`config.mk`:
```
export PLATFORM = sky130hd
export DESIGN_NAME = fb_fifo_push_arb
export DESIGN_NICKNAME = d
export VERILOG_FILES = /design/src/rtl/fb_fifo_arb_pkg.sv /design/src/rtl/fb_rr_pick.sv /design/src/rtl/fb_fifo_push_arb.sv
export SDC_FILE = /design/constraint.sdc
export NUM_CORES = 1
export LEC_CHECK = 0
export BUFFER_PORTS_ARGS = -buffer_cell sky130_fd_sc_hd__buf_2
export CORE_MARGIN = 4
export CORE_UTILIZATION = 36
export DETAILED_ROUTE_END_ITERATION = 12
export GPL_TIMING_DRIVEN = 0
export MAX_ROUTING_LAYER = met4
export PLACE_DENSITY_LB_ADDON = 0.25
export SYNTH_ARGS = -nofsm -noshare
export SYNTH_HDL_FRONTEND = slang
export SYNTH_HIERARCHICAL = 1
export SYNTH_SLANG_ARGS = --single-unit
```
`constraint.sdc`:
```
create_clock -name clk -period 3.29 [get_ports clk]
set_input_delay 0.1645 -clock clk [delete_from_list [all_inputs] [get_ports clk]]
set_output_delay 0.1645 -clock clk [all_outputs]
set_load 0.005 [all_outputs]
```
`src/rtl/fb_fifo_arb_pkg.sv`:
```
// Shared types and limits for the fb_fifo push arbiter and related schedulers.
package fb_fifo_arb_pkg;

    typedef enum logic {
        IDLE  = 1'b0,
        BURST = 1'b1
    } arb_state_e;

    localparam int NUM_REQ_MIN   = 2;
    localparam int NUM_REQ_MAX   = 16;
    localparam int MAX_BURST_MIN = 1;
    localparam int MAX_BURST_MAX = 256;

    // Width of a requester index; never narrower than one bit.
    function automatic int fb_id_w(input int n);
        return (n <= 2) ? 1 : $clog2(n);
    endfunction

endpackage

```
`src/rtl/fb_rr_pick.sv`:
```
// Rotate-priority encoder: first set bit of req_valid at or after ptr, wrapping.
module fb_rr_pick #(
    parameter int NUM_REQ = 4,
    parameter int ID_W    = 2
) (
    input  logic [NUM_REQ-1:0] req_valid,
    input  logic [ID_W-1:0]    ptr,
    output logic [ID_W-1:0]    win,
    output logic               any
);

    logic [NUM_REQ-1:0] rot;

    // Rotate so that bit 0 of rot corresponds to producer ptr.
    assign rot = NUM_REQ'({req_valid, req_valid} >> ptr);

    // Scan from the far end down so the lowest rotated position wins.
    always_comb begin
        win = '0;
        any = 1'b0;
        for (int k = NUM_REQ - 1; k >= 0; k--) begin
            if (rot[k]) begin
                any = 1'b1;
                win = ID_W'((int'(ptr) + k) % NUM_REQ);
            end
        end
    end

endmodule

```
`src/rtl/fb_fifo_push_arb.sv`:
```
// Round-robin push arbiter sharing one fb_fifo write port among NUM_REQ producers.
// Optional burst grant is enabled by defining FB_FIFO_ARB_BURST_EN.
//
// state | meaning
// IDLE  | plain round robin from ptr
// BURST | owner keeps the grant while valid, up to MAX_BURST beats
module fb_fifo_push_arb
    import fb_fifo_arb_pkg::*;
#(
    parameter  int NUM_REQ   = 4,
    parameter  int WIDTH     = 32,
    parameter  int MAX_BURST = 4,
    localparam int ID_W      = fb_id_w(NUM_REQ)
) (
    input  logic                     clk,
    input  logic                     rst,
    input  logic [NUM_REQ-1:0]       req_valid,
    input  logic [NUM_REQ*WIDTH-1:0] req_data,
    output logic [NUM_REQ-1:0]       req_ready,
    input  logic                     fifo_full,
    output logic                     fifo_push,
    output logic [WIDTH-1:0]         fifo_in,
    output logic [ID_W-1:0]          grant_id
);

    if (NUM_REQ < NUM_REQ_MIN || NUM_REQ > NUM_REQ_MAX) begin : g_bad_num_req
        $error("fb_fifo_push_arb: NUM_REQ out of range");
    end
    if (MAX_BURST < MAX_BURST_MIN || MAX_BURST > MAX_BURST_MAX) begin : g_bad_max_burst
        $error("fb_fifo_push_arb: MAX_BURST out of range");
    end

    function automatic logic [ID_W-1:0] next_id(input logic [ID_W-1:0] x);
        if (int'(x) >= NUM_REQ - 1) return '0;
        return x + ID_W'(1);
    endfunction

    logic [ID_W-1:0] ptr;
    logic [ID_W-1:0] pick_ptr;
    logic [ID_W-1:0] pick_win;
    logic            pick_any;
    logic [ID_W-1:0] win;
    logic            have;
    logic            accept;

    fb_rr_pick #(
        .NUM_REQ (NUM_REQ),
        .ID_W    (ID_W)
    ) u_pick (
        .req_valid (req_valid),
        .ptr       (pick_ptr),
        .win       (pick_win),
        .any       (pick_any)
    );

    // full and reset are taken at face value: no beat is accepted under either.
    assign accept = have & ~fifo_full & ~rst;

    // Grant decode and write-port mux; everything reads zero when nothing is pushed.
    always_comb begin
        req_ready = '0;
        fifo_push = accept;
        fifo_in   = '0;
        grant_id  = '0;
        if (accept) begin
            req_ready[win] = 1'b1;
            fifo_in        = req_data[int'(win)*WIDTH +: WIDTH];
            grant_id       = win;
        end
    end

`ifdef FB_FIFO_ARB_BURST_EN
    localparam int CNT_W = $clog2(MAX_BURST + 1);

    arb_state_e       state, state_nxt;
    logic [ID_W-1:0]  owner, owner_nxt;
    logic [ID_W-1:0]  ptr_nxt;
    logic [CNT_W-1:0] burst_cnt, cnt_nxt;
    logic             owner_hold;

    // While bursting, a dropped owner hands off starting just past itself.
    assign owner_hold = (state == BURST) && req_valid[owner];
    assign pick_ptr   = (state == BURST) ? next_id(owner) : ptr;
    assign win        = owner_hold ? owner : pick_win;
    assign have       = owner_hold | pick_any;

    // Burst next-state: extend, finish, or fall back to normal arbitration.
    always_comb begin
        state_nxt = state;
        owner_nxt = owner;
        ptr_nxt   = ptr;
        cnt_nxt   = burst_cnt;
        if (owner_hold) begin
            if (accept) begin
                if (int'(burst_cnt) + 1 >= MAX_BURST) begin
                    state_nxt = IDLE;
                    cnt_nxt   = '0;
                    ptr_nxt   = next_id(owner);
                end else begin
                    cnt_nxt = burst_cnt + CNT_W'(1);
                end
            end
        end else begin
            if (state == BURST) begin
                state_nxt = IDLE;
                cnt_nxt   = '0;
                ptr_nxt   = next_id(owner);
            end
            if (accept) begin
                if (MAX_BURST > 1) begin
                    state_nxt = BURST;
                    owner_nxt = win;
                    cnt_nxt   = CNT_W'(1);
                end else begin
                    ptr_nxt = next_id(win);
                end
            end
        end
    end

    // Burst state and priority pointer registers.
    always_ff @(posedge clk) begin
        if (rst) begin
            state     <= IDLE;
            owner     <= '0;
            burst_cnt <= '0;
            ptr       <= '0;
        end else begin
            state     <= state_nxt;
            owner     <= owner_nxt;
            burst_cnt <= cnt_nxt;
            ptr       <= ptr_nxt;
        end
    end
`else
    assign pick_ptr = ptr;
    assign win      = pick_win;
    assign have     = pick_any;

    // Priority pointer moves past the winner only on an accepted beat.
    always_ff @(posedge clk) begin
        if (rst) begin
            ptr <= '0;
        end else if (accept) begin
            ptr <= next_id(win);
        end
    end
`endif

endmodule

```
Word-level counts from Yosys, hierarchy flattened
Cells that the tools add are included.
{"block": "op_classes", "addsub": 4, "multipliers": 0, "div": 0, "order_cmp": 3, "n_eq_ne": 0, "shift": 2, "muxes": 18, "n_bitwise": 4, "reduce_logical": 1}
{"operator": "$shiftx 128x8->32", "n": 1}
{"operator": "$mux 32", "n": 1}
{"operator": "$mux 2", "n": 7}
{"operator": "$mux 1", "n": 8}
{"operator": "$shr 8x2->4", "n": 1}
{"operator": "$add 2x1->2 const B", "n": 2}
{"operator": "$add 2x2->2 const B", "n": 2}
{"operator": "$mux 4", "n": 1}
{"operator": "$lt 2x3->1 const B", "n": 1}
{"operator": "$and 1x1->1", "n": 2}
{"operator": "$demux 1 s2", "n": 1}
{"operator": "$ge 2x1->1 const B", "n": 1}
{"operator": "$ge 2x2->1 const B", "n": 1}
{"operator": "$not 1->1", "n": 2}
{"operator": "$logic_and 1x1->1", "n": 1}
{"block": "word_totals", "ff_bits": 2, "latchBits": 0, "mem_bits_rw": 0, "rom_bits": 0, "in_bits": 135, "output_inout_bits": 39, "word_cells": 33, "memories": 0}

Longest topological paths before layout
Gate-level depths: netlist (run 1).
{"block": "depth", "depth_word": 10, "depth_mapped": 10, "depth_no_buf": 7}

By module
Netlist (run 1), hierarchy kept.
{"module": "fb_fifo_push_arb", "n_inst": 1, "cells_each": 134, "area_each_um2": 1345.0, "seq_area_each_um2": 40.0}
{"module": "fb_rr_pick", "n_inst": 1, "cells_each": 15, "area_each_um2": 77.6, "seq_area_each_um2": 0.0}

Worst setup path before layout (run 1)
No wires, ideal clock.
{"block": "synth_path", "kind": "register to output", "from": "register ptr[0], in the netlist pick_ptr[0]", "to": "output port fifo_in[30]", "arrival_ns": 1.673, "required_time_ns": 3.125, "path_slack_ns": 1.452, "stages_incl_launch_ff": 8, "n_path_buf": 1, "path_cell_list": "dfxtp_1 -> inv_1 -> a221o_1 -> a21oi_1 -> nor2_1 -> nand2_1 -> buf_2 -> o22ai_1"}
{"block": "synth_via", "elab_cells_between_ends": 16, "classes_between": "3 x add/sub; 2 x shift; 9 x mux; 2 x bitwise"}
{"item": "start, declared", "line_no": "fb_fifo_push_arb.sv:38", "rtl": "logic [ID_W-1:0] ptr;"}
{"item": "start signal, assigned", "line_no": "fb_fifo_push_arb.sv:145", "rtl": "ptr <= next_id(win);"}
{"item": "$add 2x2->2 or $shr 8x2->4 (tied branches)", "line_no": "fb_rr_pick.sv:24, fb_rr_pick.sv:15"}
{"item": "$mux 2 (3 in a row)", "line_no": "fb_rr_pick.sv:22", "rtl": "if (rot[k]) begin"}
{"item": "$mux 2 *", "line_no": "fb_rr_pick.sv:22"}
{"item": "via pick_win[0]", "line_no": "fb_fifo_push_arb.sv:40", "rtl": "logic [ID_W-1:0] pick_win;"}
{"item": "$shiftx 128x8->32 *", "line_no": "fb_fifo_push_arb.sv:67", "rtl": "fifo_in = req_data[int'(win)*WIDTH +: WIDTH];"}
{"item": "$mux 32 *", "line_no": "fb_fifo_push_arb.sv:65", "rtl": "if (accept) begin"}
{"item": "end, declared", "line_no": "fb_fifo_push_arb.sv:22", "rtl": "output logic [WIDTH-1:0] fifo_in,"}
The timed path passes the listed nets; every way through them passes the cells marked *.

Final worst setup path (run 1)
{"block": "layout_path", "from": "register ptr[0], in the netlist pick_ptr[0]", "to": "output port fifo_in[20]"}
The elaborated chain is that of the path after synthesis.

==> results of run 1 <==
==> critical path, stage by stage (launching register included) <==
cell and delay (ps):
dfxtp_1 360, inv_1 70, a221o_1 290, a21oi_1 520, nor2_1 100, nand2_1 200
buf_2 330, o22ai_2 140, buf_2 140
==> cell families after synthesis <==
family,count (synthesis)
buffers and inverters,22
multiplexers,66
AO/OA/AOI/OAI,39
adder cells (fa/ha/maj),4
AND/OR/NAND/NOR,16
flip-flops,2
==> cell usage in the layout, fill, tap and decap left out, types with 3 or more instances in the layout <==
master / count
inv_1: 8
buf_4: 3
a21oi_1: 4
buf_6: 5
buf_2: 179
mux2i_1: 66
nor2_1: 5
and2_2: 5
o22ai_1: 3
clkbuf_8: 3
o22ai_2: 29
ha_1: 4
==> power breakdown <==
part | leakage [nW] | switching [mW] | internal, mW
Combinational | 1.29 | 0.189 | 0.218
Clock | 0.0216 | 0.0181 | 0.0773
Sequential | 0.0164 | 0.00326 | 0.0272
==> routing by layer <==
| metal | global-route usage, % | up-vias | routed length, um |
|---|---|---|---|
| met5 | - | - | 0 |
| met4 | 6.05 | 0 | 96 |
| met3 | 3.84 | 8 | 545 |
| met2 | 38.7 | 110 | 2840 |
| met1 | 21.4 | 817 | 1990 |
| li1 | - | 924 | - |
==> synth_stat cells (all sizes together) <==
| cell type | instances |
|---|---|
| a21oi | 4 |
| buf | 14 |
| nor2b | 1 |
| nand3 | 1 |
| nand2b | 1 |
| o221ai | 1 |
| nor2 | 5 |
| a221o | 1 |
| nor3b | 1 |
| inv | 8 |
| mux2i | 66 |
| o22ai | 32 |
| ha | 4 |
| o21ai | 1 |
| dfxtp | 2 |
| nand2 | 2 |
| and2 | 5 |
==> layout make-up <==
class                           count  area share [%]
Buffer                             14            4.55
Clock buffer                        3            1.73
Inverter                            8            1.26
Multi-Input combinational cell    125            52.0
Sequential cell                     2            1.68
Tap cell                           48            2.51
Timing Repair Buffer              173            36.2
==> stage by stage <==
stage / cells / total power [mW] / util [%] / setup slack (ps)
finish: 373 / 0.533 / 63.8 / 746
global route: 373 / 0.577 / 63.8 / 575
CTS: 373 / 0.542 / 63.8 / 713
detailed placement: 370 / 0.442 / 62.7 / 981
global placement: 370 / 0.435 / 62.7 / 1020
floorplan: 149 / 0.290 / - / 1450
==> worst max path at each step <==
stage                   to  slack [ps]
2_1_floorplan  fifo_in[30]        1450
3_3_place_gp   fifo_in[10]        1020
3_5_place_dp   fifo_in[20]         980
4_1_cts        fifo_in[20]         710
5_1_grt        fifo_in[15]         570
6_report       fifo_in[20]         750
==> impl_metrics.env, run 1 <==
export IMPL_via_per_inst=4.98
export IMPL_leakagePower_nw=1.33
export IMPL_ctsHoldBuffers=0
export IMPL_synth_nets=288
export IMPL_detail_route_antenna_nets=0
export IMPL_nFillCells=353
export IMPL_dpl_hpwl_mm=4.82
export IMPL_worstPathRequired_ps=3130
export IMPL_cts_buffers=3
export IMPL_grt_usage_pct=20.5
export IMPL_synth_top_family_by_area="multiplexers"
export IMPL_min_period_ps=2540
export IMPL_ir_worst_vdd_mv=0.136
export IMPL_gp_congestion=0.873
export IMPL_die_y_um=70.9
export IMPL_hold_viol=0
export IMPL_synth_warnings=6
export IMPL_clkTransAtPathRegs_ps=30
export IMPL_grt_overflow_total=0
export IMPL_grt_pass1_wl_mm=8.32
export IMPL_slew_violations=0
export IMPL_rrSetupSlack_ps=1240
export IMPL_ys_seq_area_share_pct=2.81
export IMPL_worstSetupStartpointType="flip-flop"
export IMPL_status="finished, final reports clean"
export IMPL_synth_top_cell_area_share_pct=46.4
export IMPL_synthMuxAreaShare_pct=46.4
export IMPL_largest_reg_flops=2
export IMPL_cts_root_buf="clkbuf_8"
export IMPL_crit_type="reg2out"
export IMPL_synth_compound_area_share_pct=29.9
export IMPL_routedWlPerCell_um=14.7
export IMPL_crit_start="pick_ptr[0]"
export IMPL_drc=0
export IMPL_reg2reg_from="pick_ptr[1]"
export IMPL_hold_class="in2reg"
export IMPL_io_pin_count=174
export IMPL_grt_max_degree=11
export IMPL_worstRegToRegCells=10
export IMPL_synth_top_cells_by_area="mux2i_1, o22ai_2, buf_6, ha_1, dfxtp_1"
export IMPL_drt_iter0_drc=27
export IMPL_placement_io_buffers=173
export IMPL_hp_start="rst"
export IMPL_wirelength_mm=5.47
export IMPL_fin_setup_tns_ps=0
export IMPL_rsz0062_at_grt="false"
export IMPL_start_util_pct=38.0
export IMPL_cts_setup_buffers=0
export IMPL_r2r_end="pick_ptr[1]"
export IMPL_clock_sinks=2
export IMPL_avgSynthCellArea_um2=9.55
export IMPL_fmax_mhz=393
export IMPL_multi_input_area_mm2=0.00124
export IMPL_syn_to_final_growth_pct=68.0
export IMPL_syn_inst=149
export IMPL_fin_crit_sh_pct=77.3
export IMPL_syn_cell_area_mm2=0.00142
export IMPL_rows=22
export IMPL_critPathCaptureType="primary output"
export IMPL_synth_distinct_cells=21
export IMPL_synthSimpleGateAreaFrac_pct=7.56
export IMPL_die_area_mm2=0.00502
export IMPL_maxCapViolCount=0
export IMPL_core_mm2=0.00374
export IMPL_cts_tree="yes"
export IMPL_drive_gt1_share_pct=69.5
export IMPL_design_area_mm2=0.00239
export IMPL_setup_viol=0
export IMPL_synth_top_area_cell="mux2i_1"
export IMPL_whs_ps=199
export IMPL_worstHoldEndpoint="pick_ptr[0]"
export IMPL_register_area_um2=40.0
export IMPL_antenna_cells=0
export IMPL_yosys_area_share_adder_pct=3.52
export IMPL_clock_path_buffers=2
export IMPL_holdPathStages=2
export IMPL_htree_levels=1
export IMPL_fin_skew_ps=1.79
export IMPL_worstPathMaxFanout=10
export IMPL_firstDrtPassIters=4
export IMPL_slew_headroom_pct=58.3
export IMPL_num_nets_final=466
export IMPL_crit_arrival_ps=2380
export IMPL_synth_xor_area_share_pct=0
export IMPL_powerDensity_mw_per_mm2=223
export IMPL_grt_antenna_before_repair=0
export IMPL_tightest_slew_ps=626
export IMPL_place_area_mm2=0.00235
export IMPL_grt_pass1_vias=1898
export IMPL_vias=1859
export IMPL_insertion_delay_ps=210
export IMPL_post_cts_resized=0
export IMPL_die_width_um=70.9
export IMPL_synth_seq_cells=2
Power figures use the tool's default switching activity.
==> run 2, diff against run 1 <==
- ABC_AREA: not set -> 1
- CORE_UTILIZATION: 36 -> 40
- clock period: 3.29 -> 2.5 ns (I/O delays scaled with it)
==> run 2 against run 1 <==
Via count grew 70%. Largest power group unchanged. Die area grew 25%. Register-to-register slack lost 930 ps. Total power rose to 3.1 times the previous value. Synthesized area grew 43%. Clock power is 32% higher. First-iteration DRC count increased to 5.0 times the previous value. Synthesized cell count grew to 3.1 times the previous value. Clock skew hardly changed. Sequential power grew 55%. Worst hold slack worse by 17 ps.
==> impl_metrics.env, run 2 <==
export IMPL_cts_tree="yes"
export IMPL_total_power_mw=1.63
export IMPL_slew_headroom_pct=66.7
export IMPL_routedWlPerCell_um=11.0
export IMPL_rsz0062_at_grt="true"
export IMPL_nFillCells=546
export IMPL_crit_type="reg2out"
export IMPL_clkTransAtPathRegs_ps=30
export IMPL_insertion_delay_ps=210
export IMPL_hold_class="in2reg"
export IMPL_worstPathRequired_ps=2380
export IMPL_synth_top_area_cell="nand2_1"
export IMPL_synth_top_cells_by_area="nand2_1, inv_1, nand3_1, a21oi_1, clkinv_1"
export IMPL_mostFrequentLayoutCells="buf_2, nand2_1, inv_1, nand3_1, a21oi_1"
export IMPL_synth_async_reset_ratio_pct=0
export IMPL_via_per_inst=4.52
export IMPL_io_pin_count=174
export IMPL_cts_buffers=3
export IMPL_yosysMostFrequentCell="nand2_1"
export IMPL_synth_edf_count=0
export IMPL_setup_viol=0
export IMPL_clock_sinks=2
export IMPL_grt_pass1_wl_mm=12.2
export IMPL_fmax_mhz=427
export IMPL_synthSimpleGateAreaFrac_pct=50.6
export IMPL_powerDensity_mw_per_mm2=537
export IMPL_syn_cell_area_mm2=0.00203
export IMPL_firstDrtPassIters=5
export IMPL_leakagePower_nw=2.13
export IMPL_drive_gt1_share_pct=35.3
export IMPL_synth_distinct_cells=24
export IMPL_die_y_um=79.3
export IMPL_drc=0
export IMPL_cts_root_buf="clkbuf_8"
export IMPL_critPathCaptureType="primary output"
export IMPL_synth_compound_area_share_pct=9.35
export IMPL_grt_usage_pct=23.5
export IMPL_ir_worst_vdd_mv=0.445
export IMPL_wirelength_mm=7.67
export IMPL_start_util_pct=42.2
export IMPL_htree_levels=1
export IMPL_drt_iter0_drc=135
export IMPL_crit_arrival_ps=2210
export IMPL_slew_violations=0
export IMPL_grt_max_degree=12
export IMPL_synth_top_family_by_area="simple AND/OR/NAND/NOR gates"
export IMPL_design_area_mm2=0.00304
export IMPL_maxCapViolCount=0
export IMPL_ys_flop_type="dfxtp_1"
export IMPL_fin_skew_ps=1.73
export IMPL_num_nets_final=773
export IMPL_cts_setup_buffers=0
export IMPL_synth_seq_cells=2
export IMPL_clock_path_buffers=2
export IMPL_vias=3156
export IMPL_syn_inst=456
export IMPL_multi_input_area_mm2=0.00128
export IMPL_placement_io_buffers=173
export IMPL_synthTopCellsByCount="nand2_1, inv_1, nand3_1, a21oi_1, clkinv_1"
export IMPL_gp_congestion=0.872
export IMPL_avgSynthCellArea_um2=4.46
export IMPL_grt_antenna_before_repair=0
export IMPL_fin_crit_sh_pct=93.6
export IMPL_worst_path_largest_cell_delay_ps=330
export IMPL_register_area_um2=40.0
export IMPL_path_cells="buf_6 > nand2_1 > o21ai_1 > nand2_1 > nand3_1 > o21ai_0 > nand2_1 > nand2_1 > buf_2 > inv_2 > clkbuf_4 > nand3_1 > a21oi_1 > buf_2"
export IMPL_grt_overflow_total=0
export IMPL_synth_top_cell_area_share_pct=26.8
export IMPL_ys_seq_area_share_pct=1.97
export IMPL_synthMuxAreaShare_pct=0
export IMPL_synth_warnings=6
export IMPL_worstSetupStartpointType="flip-flop"
export IMPL_die_width_um=79.3
export IMPL_dpl_hpwl_mm=6.41
export IMPL_ctsHoldBuffers=0
export IMPL_syn_to_final_growth_pct=49.4
export IMPL_worstPathMaxFanout=10
export IMPL_detail_route_antenna_nets=0
export IMPL_synth_nets=595
export IMPL_layout_commonest_cell="buf_2"
export IMPL_yosys_area_share_adder_pct=2.46
export IMPL_core_mm2=0.00482
export IMPL_crit_top_cell="nand2_1"
export IMPL_hold_viol=0
export IMPL_place_area_mm2=0.00298
export IMPL_tightest_slew_ps=499
export IMPL_largest_reg_flops=2
export IMPL_crit_slowest_cell="dfxtp_1"
export IMPL_status="finished, final reports clean"
export IMPL_die_area_mm2=0.00629
export IMPL_rows=25
export IMPL_grt_pass1_vias=2912
export IMPL_post_cts_resized=0
export IMPL_min_period_ps=2340
export IMPL_synth_xor_area_share_pct=0.431
export IMPL_antenna_cells=0
-- run 2: worst paths after layout --
kind,cells after the start,to,from,slack [ps]
worst min-delay path,3,pick_ptr[1],fifo_full,180
worst min register to register,2,pick_ptr[0],pick_ptr[0],540
worst max register to register,12,pick_ptr[1],pick_ptr[1],310
worst max-delay path,14,fifo_in[10],pick_ptr[0],160
-- run 2: final cells by class --
type / instances / share of cell area [%]
flip-flops and latches: 2 / 1.32
plain buffers: 26 / 5.68
well taps: 67 / 2.76
repair buffers: 173 / 28.5
inverters: 145 / 18.2
multi-input cells: 283 / 42.1
clock buffers: 3 / 1.36
-- run 2: per-layer routing --
metal | up-vias | wire [um] | part of all wire (%) | track usage (%)
li1 | 1669 | - | - | -
met5 | - | 0 | 0 | -
met2 | 132 | 3960 | 52 | 44.2
met4 | 0 | 79 | 1.0 | 5.15
met3 | 8 | 517 | 6.7 | 1.81
met1 | 1347 | 3110 | 41 | 27.1
-- run 2: worst max-delay path: cells and delay by family (launching register included) --
family / cells / cell delay (ps)
simple gates: 6 / 500
buf+inv: 5 / 800
flops: 1 / 330
compound gates: 3 / 380
-- run 2: metrics by stage --
step / instances / TNS (ps) / util (%) / setup WS (ps) / hold WS, ps
after CTS: 699 / 0 / 62.8 / 76.7 / 181
final: 699 / 0 / 63.1 / 160 / 182
after detailed placement: 696 / 0 / 61.9 / 261 / 399
after global placement: 696 / 0 / 61.9 / 276 / 392
after global routing: 699 / -224 / 63.1 / -42.7 / 193
after floorplan: 456 / 0 / - / 542 / 264
-- run 2: report_power, final --
part / internal (mW) / switching, mW
registers: 0.0380 / 0.00926
logic: 0.594 / 0.865
clock network: 0.102 / 0.0240
total: 0.734 / 0.898
-- run 2: cells by family (layout without fill, tap and decap cells) --
family,after synthesis,count (layout)
simple gates,240,240
flops,2,2
buf+inv,171,347
fa+ha+maj,4,4
xor+xnor,1,1
compound gates,38,38
==> run 3, diff against run 2 <==
- ABC_AREA: 1 -> not set
- CORE_UTILIZATION: 40 -> 34
- SKIP_CTS_REPAIR_TIMING: not set -> 1
==> run 3 against run 2 <==
Critical path depth decreased by 6. Core utilization decreased by 3.6 points. Largest power group unchanged. First-iteration DRC count decreased by 59%. Sequential share of layout area increased by 0.35 points. Final cell count decreased by 46%. Global-route usage decreased by 3.8 points. Final area decreased by 21%. Clock skew about the same. Critical endpoint is now fifo_in[4]. Highest routed layer unchanged. Flip-flop and latch count unchanged.
==> impl_metrics.env, run 3 (synthesized netlist as in run 1, its figures left out) <==
export IMPL_worstPathRequired_ps=2380
export IMPL_drt_iter0_drc=55
export IMPL_grt_overflow_total=0
export IMPL_hold_viol=0
export IMPL_via_per_inst=4.98
export IMPL_rrSetupSlack_ps=460
export IMPL_dpl_hpwl_mm=4.90
export IMPL_min_period_ps=2300
export IMPL_clock_path_buffers=2
export IMPL_insertion_delay_ps=210
export IMPL_grt_antenna_before_repair=0
export IMPL_fin_setup_tns_ps=0
export IMPL_firstDrtPassIters=4
export IMPL_core_mm2=0.00403
export IMPL_crit_arrival_ps=2170
export IMPL_syn_to_final_growth_pct=68.4
export IMPL_tightest_slew_ps=367
export IMPL_start_util_pct=35.3
export IMPL_place_area_mm2=0.00235
export IMPL_slew_headroom_pct=75.5
export IMPL_drc=0
export IMPL_routedWlPerCell_um=15.1
export IMPL_leakagePower_nw=1.33
export IMPL_grt_usage_pct=19.7
export IMPL_fmax_mhz=436
export IMPL_grt_pass1_vias=1859
export IMPL_grt_pass1_wl_mm=8.28
export IMPL_die_width_um=72.7
export IMPL_setup_viol=0
export IMPL_placement_io_buffers=173
export IMPL_cts_buffers=3
export IMPL_antenna_cells=0
export IMPL_status="finished, final reports clean"
export IMPL_clkTransAtPathRegs_ps=30
export IMPL_critPathCaptureType="primary output"
export IMPL_fin_crit_sh_pct=91.8
export IMPL_cts_root_buf="clkbuf_8"
export IMPL_gp_congestion=0.811
export IMPL_io_pin_count=174
export IMPL_ir_worst_vdd_mv=0.295
export IMPL_vias=1868
export IMPL_mostFrequentLayoutCells="buf_2, mux2i_1, o22ai_2, inv_1"
export IMPL_htree_levels=1
export IMPL_worstPathMaxFanout=10
export IMPL_grt_max_degree=11
export IMPL_crit_type="reg2out"
export IMPL_rsz0062_at_grt="false"
export IMPL_design_area_mm2=0.00240
export IMPL_layout_commonest_cell="buf_2"
export IMPL_largest_reg_flops=2
export IMPL_worstSetupStartpointType="flip-flop"
export IMPL_fin_skew_ps=1.26
export IMPL_powerDensity_mw_per_mm2=294
export IMPL_die_area_mm2=0.00528
export IMPL_clock_sinks=2
export IMPL_slew_violations=0
export IMPL_drive_gt1_share_pct=69.8
export IMPL_rows=23
export IMPL_num_nets_final=466
export IMPL_hold_class="in2reg"
export IMPL_die_y_um=72.7
export IMPL_cts_tree="yes"
export IMPL_detail_route_antenna_nets=0
export IMPL_maxCapViolCount=0
export IMPL_wirelength_mm=5.68
## run 3: metal layers
layer | share of wire, % | global-route usage (%)
met1 | 37 | 21.1
met4 | 1.5 | 4.30
met5 | 0 | -
met3 | 9.8 | 3.44
met2 | 52 | 37.5
## run 3: final timing paths
kind | from | endpoint | cells after the start
setup / recovery | pick_ptr[0] | fifo_in[4] | 8
hold / removal | rst | pick_ptr[1] | 2
setup reg to reg | pick_ptr[1] | pick_ptr[1] | 10
hold reg to reg | pick_ptr[0] | pick_ptr[0] | 2
## run 3: worst max-delay path: stages, from the launching register on
cell and delay, ps:
dfxtp_1 360, inv_1 70, a221o_1 310, a21oi_2 320
nor2_1 90, nand2_1 180, buf_2 340, o22ai_2 150
buf_2 140
## run 3: per-stage QoR
step	worst slack [ps]	hold slack, ps	util, %	total power, mW	std cells
final	204	175	59.5	0.704	375
after detailed placement	245	386	58.4	0.584	372
after global placement	224	374	58.4	0.574	372
after floorplan	702	197	-	0.382	149
after CTS	15.6	165	59.4	0.714	375
after global routing	52.8	190	59.5	0.763	375
## run 3: layout make-up
| class | count | area [um2] |
|---|---|---|
| fillers | 385 | 1630 |
| repair buffers | 173 | 866 |
| clock buffers | 3 | 41.3 |
| inverters | 8 | 30.0 |
| multi-input cells | 125 | 1250 |
| well taps | 50 | 62.6 |
| plain buffers | 14 | 109 |
| flip-flops and latches | 2 | 40.0 |
## run 3: report_power, final
part / total [mW] / internal, mW / leakage (nW) / switching (mW)
Sequential: 0.0403 / 0.0358 / 0.0164 / 0.00456
Clock: 0.125 / 0.102 / 0.0216 / 0.0233
Combinational: 0.539 / 0.288 / 1.29 / 0.251
